==> src/rtl/dmem_burst_engine.sv <==
// dmem_burst_engine
// Streams bytes into consecutive data-memory addresses (write burst) or out of
// them (read burst). The memory has combinational reads and clocked writes, so
// write strobes are driven straight from the handshake and read data is captured
// into a one-entry output register that gives a 1 byte/cycle stream.
module dmem_burst_engine #(
   parameter int AW = 8
) (
   input  logic          clk,
   input  logic          reset_n,
   input  logic          start,
   input  logic          mode,
   input  logic [AW-1:0] base_addr,
   input  logic [AW:0]   length,
   output logic          busy,
   output logic          done,
   input  logic          in_valid,
   input  logic [7:0]    in_data,
   output logic          in_ready,
   output logic          out_valid,
   output logic [7:0]    out_data,
   input  logic          out_ready,
   output logic [AW-1:0] mem_addr,
   output logic          mem_read,
   output logic          mem_write,
   output logic [7:0]    mem_wdata,
   input  logic [7:0]    mem_rdata
);

   typedef enum logic [1:0] {
      IDLE  = 2'd0,
      WRITE = 2'd1,
      READ  = 2'd2,
      DONE  = 2'd3
   } stateT;

   stateT         state;
   logic [AW-1:0] ptr;
   logic [AW:0]   remaining;
   logic          outValidQ;
   logic [7:0]    outDataQ;

   logic          wrFire;
   logic          rdLoad;
   logic          rdAccept;

   // NOTE: memory strobes are plain continuous assigns of registered state and
   // live inputs, so they can never infer a latch and drop to 0 the instant
   // reset forces the state back to IDLE (no write can commit under reset).
   assign wrFire   = (state == WRITE) && in_valid;
   assign rdLoad   = (state == READ) && (remaining != '0) && (!outValidQ || out_ready);
   assign rdAccept = outValidQ && out_ready;

   assign mem_addr  = ptr;
   assign mem_wdata = in_data;
   assign mem_write = wrFire;
   assign mem_read  = rdLoad;
   assign out_valid = outValidQ;
   assign out_data  = outDataQ;

   // Burst FSM: pointer/count bookkeeping, output register and registered status flags.
   // NOTE: every register here uses non-blocking assignment so all of them see
   // the pre-edge values of state/ptr/remaining, regardless of statement order.
   always_ff @(posedge clk or negedge reset_n) begin
      if (!reset_n) begin
         state     <= IDLE;
         ptr       <= '0;
         remaining <= '0;
         outValidQ <= 1'b0;
         outDataQ  <= '0;
         busy      <= 1'b0;
         done      <= 1'b0;
         in_ready  <= 1'b0;
      end else begin
         done <= 1'b0;
         case (state)
            IDLE: begin
               if (start) begin
                  ptr       <= base_addr;
                  remaining <= length;
                  busy      <= 1'b1;
                  if (length == '0) begin
                     state <= DONE;
                     done  <= 1'b1;
                  end else if (!mode) begin
                     state    <= WRITE;
                     in_ready <= 1'b1;
                  end else begin
                     state <= READ;
                  end
               end
            end

            WRITE: begin
               if (in_valid) begin
                  ptr       <= ptr + AW'(1);
                  remaining <= remaining - (AW+1)'(1);
                  if (remaining == (AW+1)'(1)) begin
                     state    <= DONE;
                     done     <= 1'b1;
                     in_ready <= 1'b0;
                  end
               end
            end

            READ: begin
               if (rdLoad) begin
                  // A load refills the output register, which also covers the
                  // case where the previous byte is being accepted this cycle.
                  outDataQ  <= mem_rdata;
                  outValidQ <= 1'b1;
                  ptr       <= ptr + AW'(1);
                  remaining <= remaining - (AW+1)'(1);
               end else if (rdAccept) begin
                  outValidQ <= 1'b0;
                  if (remaining == '0) begin
                     state <= DONE;
                     done  <= 1'b1;
                  end
               end
            end

            DONE: begin
               state <= IDLE;
               busy  <= 1'b0;
            end

            default: begin
               state    <= IDLE;
               busy     <= 1'b0;
               in_ready <= 1'b0;
            end
         endcase
      end
   end

endmodule

==> config.mk <==
export PLATFORM = sky130hd
export DESIGN_NAME = dmem_burst_engine
export DESIGN_NICKNAME = d
export VERILOG_FILES = /design/src/rtl/dmem_burst_engine.sv
export SDC_FILE = /design/constraint.sdc
export NUM_CORES = 1
export LEC_CHECK = 0
export ABC_CLOCK_PERIOD_IN_PS = 4900
export CORE_ASPECT_RATIO = 1.75
export CORE_MARGIN = 3
export CORE_UTILIZATION = 49
export CTS_BUF_LIST = sky130_fd_sc_hd__clkbuf_16
export CTS_CLUSTER_SIZE = 20
export DETAILED_ROUTE_END_ITERATION = 10
export MAX_ROUTING_LAYER = met4
export PLACE_DENSITY = 0.82
export SYNTH_ARGS = -nofsm -noshare
export SYNTH_HDL_FRONTEND = slang
export SYNTH_SLANG_ARGS = --single-unit
export TNS_END_PERCENT = 5
==> constraint.sdc <==
create_clock -name clk -period 4.9 [get_ports clk]
set_clock_uncertainty 0.1 [all_clocks]
set_input_delay 0.735 -clock clk [delete_from_list [all_inputs] [get_ports clk]]
set_output_delay 0.735 -clock clk [all_outputs]
set_load 0.02 [all_outputs]
==> results.md <==
* Detail Placement HPWL at 3.48 mm
* Max-cap viol count at 0
* Most frequent CP cell: clkdlybuf4s50_1
* Post-synth EDFFs at 0
* Critical path class: in2out
* Register bit count reported by yosys at 31
* Gr usage total at 0.225
* Htree depth at 2
* Initial Utilization at 0.526
* F_max at 311 MHz
* Syn Area/Cell at 9.50 um2
* Worst min path class: reg2reg
* Row cnt at 29
* Max_slew headroom at 0.370
* Setup bufs post-CTS at 0
* Synthesized Nets at 255
* Maximum vdd drop at 0.000653 V
* Vias in the first global route at 1,811
* Top-level I/O count at 69
* Final Util at 0.702
* Post-synth ARST share at 1.00
* Fill cell count at 294
* Post-Route WL at 4.92 mm
* Critical-path cell list: clkdlybuf4s50_1, nor2b_1, nand3b_2, inv_1, clkdlybuf4s50_1
* Reg2reg start: state[0]$_DFFE_PN0P_
* Hold Slack at 404 ps
* Root Buffer: clkbuf_16
* Yosys top cell by area: dfrtp_1
* Die area at 4840 um2
* Antenna violations before repair at 0
* Worst Setup Start Kind: primary input
* Vias per inst at 6.11
* Final Hold Viols at 0
* Detailed router's first-iteration violation count at 49
* HP Start: out_data[4]$_DFFE_PN0P_
* Mapped Cells at between 200 and 250
* CTS tree: done
* Register area share after synthesis at 0.395
* Total number of vias at 1,820
* Req. time, crit path at 4070 ps
* Max FO, Critical Path at 9
* Yosys cell types at 47
* Num CTS Buffers at 5
* ANT cells at 0
* Power Density at 750 nW/um2
* Ys Warns at 0
* Routed Antenna Nets at 0
* Critical path endpoint category: output port
* Die Ht at 89.8 um
* Final Setup Violations at 0
* Worst r2r dst: mem_addr[7]$_DFFE_PN0P_
* Post-cts resize count at 0
* DIE WIDTH at 53.9 um
* Pleak at 1.07 nW
* Status: finished, final reports clean
* # port buffers at 52
* Final period util at 0.657
* Global-route wire length before repair at 8.04 mm
* DRC errors left at 0
* Layout cells sized above 1 at 0.107
* Slowest cell on crit path: clkdlybuf4s50_1
* Critical Path Max Stage Delay at 600 ps
* R2R Setup Slk at 2270 ps
* GP Congestion at 0.875
* WP data arrival at 2380 ps
* Clk buf depth at 2
* Drt pass-1 iters at 4
* Ranking of synthesized cells by area: dfrtp_1, ha_1, mux2_2
* Number of buffers inserted by hold repair at cts at 0
* Reg2reg path depth at 6
* Core area at ~3700 um2
* Main synth FF type: dfrtp_1
* Slew @ Worst Pin at 942 ps
* CP bufs+invs at 3
* Share of the synthesized area in the top cell type at 0.395
* Clk Latency, worst-skew pair at 280 ps
* Top delay family on crit path: buffers and inverters
* Clock transition at path regs at approximately 50 ps
* Post-route minimum period at 3220 ps
* RSZ-0062 raised after global routing: no
* WL/cell at 16.5 um
* Hold EP: out_data[4]$_DFFE_PN0P_
* Final setup TNS at 0 ps
* Hold Path Stages at 1
* Mapped Area at 1970 um2
* Largest net degree at the start of global routing at 39
* TritonCTS Sinks at 31
* GRT overflow at 0
* P&R area growth vs syn at 33.5%
* # nets final at ~300
* Fin. max-slew vios at 0
## kinds of logic (layout without fill, tap and decap cells)
logic type	Yosys count	count (layout)	synth area share
and+or+nand+nor	65	65	0.190
AOI/OAI and AO/OA	60	60	0.210
DFF	31	31	0.395
buffers and inverters	29	74	0.0757
muxes	13	13	0.0726
adders and majority gates	9	9	0.0573
## layer usage
metal,global-route usage,vias up,share of wire
met2,0.357,82,0.52
met3,0.0397,14,0.066
met5,-,-,0
li1,-,855,-
met1,0.252,869,0.38
met4,0.130,0,0.035
## layout by cell type, fill, tap and decap left out, types with 8 or more instances in the layout
cell and instances:
nand3_1 9, a21oi_1 12, o21ai_0 13, clkdlybuf4s50_1 52
nand2_1 15, mux2_2 8, nor2_1 8, dfrtp_1 31
a31oi_1 13, inv_1 12, ha_1 9
## cells in the mapped netlist (all sizes together) (2+ instances only)
| cell type | instances |
|---|---|
| or3 | 3 |
| a41oi | 3 |
| mux2i | 3 |
| nand4 | 5 |
| nor2b | 4 |
| o31ai | 2 |
| nand2b | 2 |
| nor3 | 4 |
| a31oi | 13 |
| o21ai | 13 |
| ha | 9 |
| or2 | 2 |
| o22ai | 3 |
| and2 | 2 |
| buf | 12 |
| o32ai | 3 |
| and4 | 2 |
| a22o | 2 |
| or4 | 2 |
| mux2 | 10 |
| and3 | 2 |
| clkbuf | 5 |
| nor4 | 2 |
| a21oi | 12 |
| dfrtp | 31 |
| nand3 | 9 |
| nand2 | 15 |
| inv | 12 |
| nor2 | 8 |
## worst max-delay path by stage
stage          cells past startpoint  startpoint       end
2_1_floorplan                      3   out_ready  mem_read
3_3_place_gp                       5   out_ready  mem_read
3_5_place_dp                       5   out_ready  mem_read
4_1_cts                            5   out_ready  mem_read
5_1_grt                            5   out_ready  mem_read
6_report                           5   out_ready  mem_read
## through the flow
| stage | std cells | instance area (um2) | total power [W] | setup WS, ps |
|---|---|---|---|---|
| final | 298 | 2620 | 0.00197 | 1680 |
| after CTS | 298 | 2620 | 0.00197 | 1670 |
| after global placement | 290 | 2450 | 0.00157 | 1710 |
| after detailed placement | 290 | 2450 | 0.00160 | 1670 |
| after global routing | 298 | 2620 | 0.00210 | 1560 |
| after floorplan | 207 | 1970 | 0.00127 | 2700 |
## worst reg2reg max path, stage by stage (launching register included)
cell	delay, ps
dfrtp_1	400
inv_1	100
ha_1	240
nor2b_1	190
a2111o_1	480
nor2_1	750
o221a_2	310
## report_power, final
part | switching (W) | internal, W | total (W)
sequential | 0.000141 | 0.000386 | 0.000528
combinational | 0.000603 | 0.000484 | 0.00109
clock | 0.000113 | 0.000239 | 0.000352
total | 0.000857 | 0.00111 | 0.00197
## sequential cells by signal, summed over array words and instances (netlist names)
name	count
remaining	9
state	2
busy	1
in_ready	1
done	1
out_data	8
mem_addr	8
out_valid	1
## area by class of cell
type                       instances  area (um2)  share of cell area
multi-input combinational        147        1040               0.397
sequential                        31         776               0.296
timing repair buffer              54         536               0.204
clock buffer                       5         125              0.0477
tap                               46        57.6              0.0219
inverter                          12        45.0              0.0172
clock inverter                     3        43.8              0.0167
Note: power is estimated with default switching activity, not from simulation.
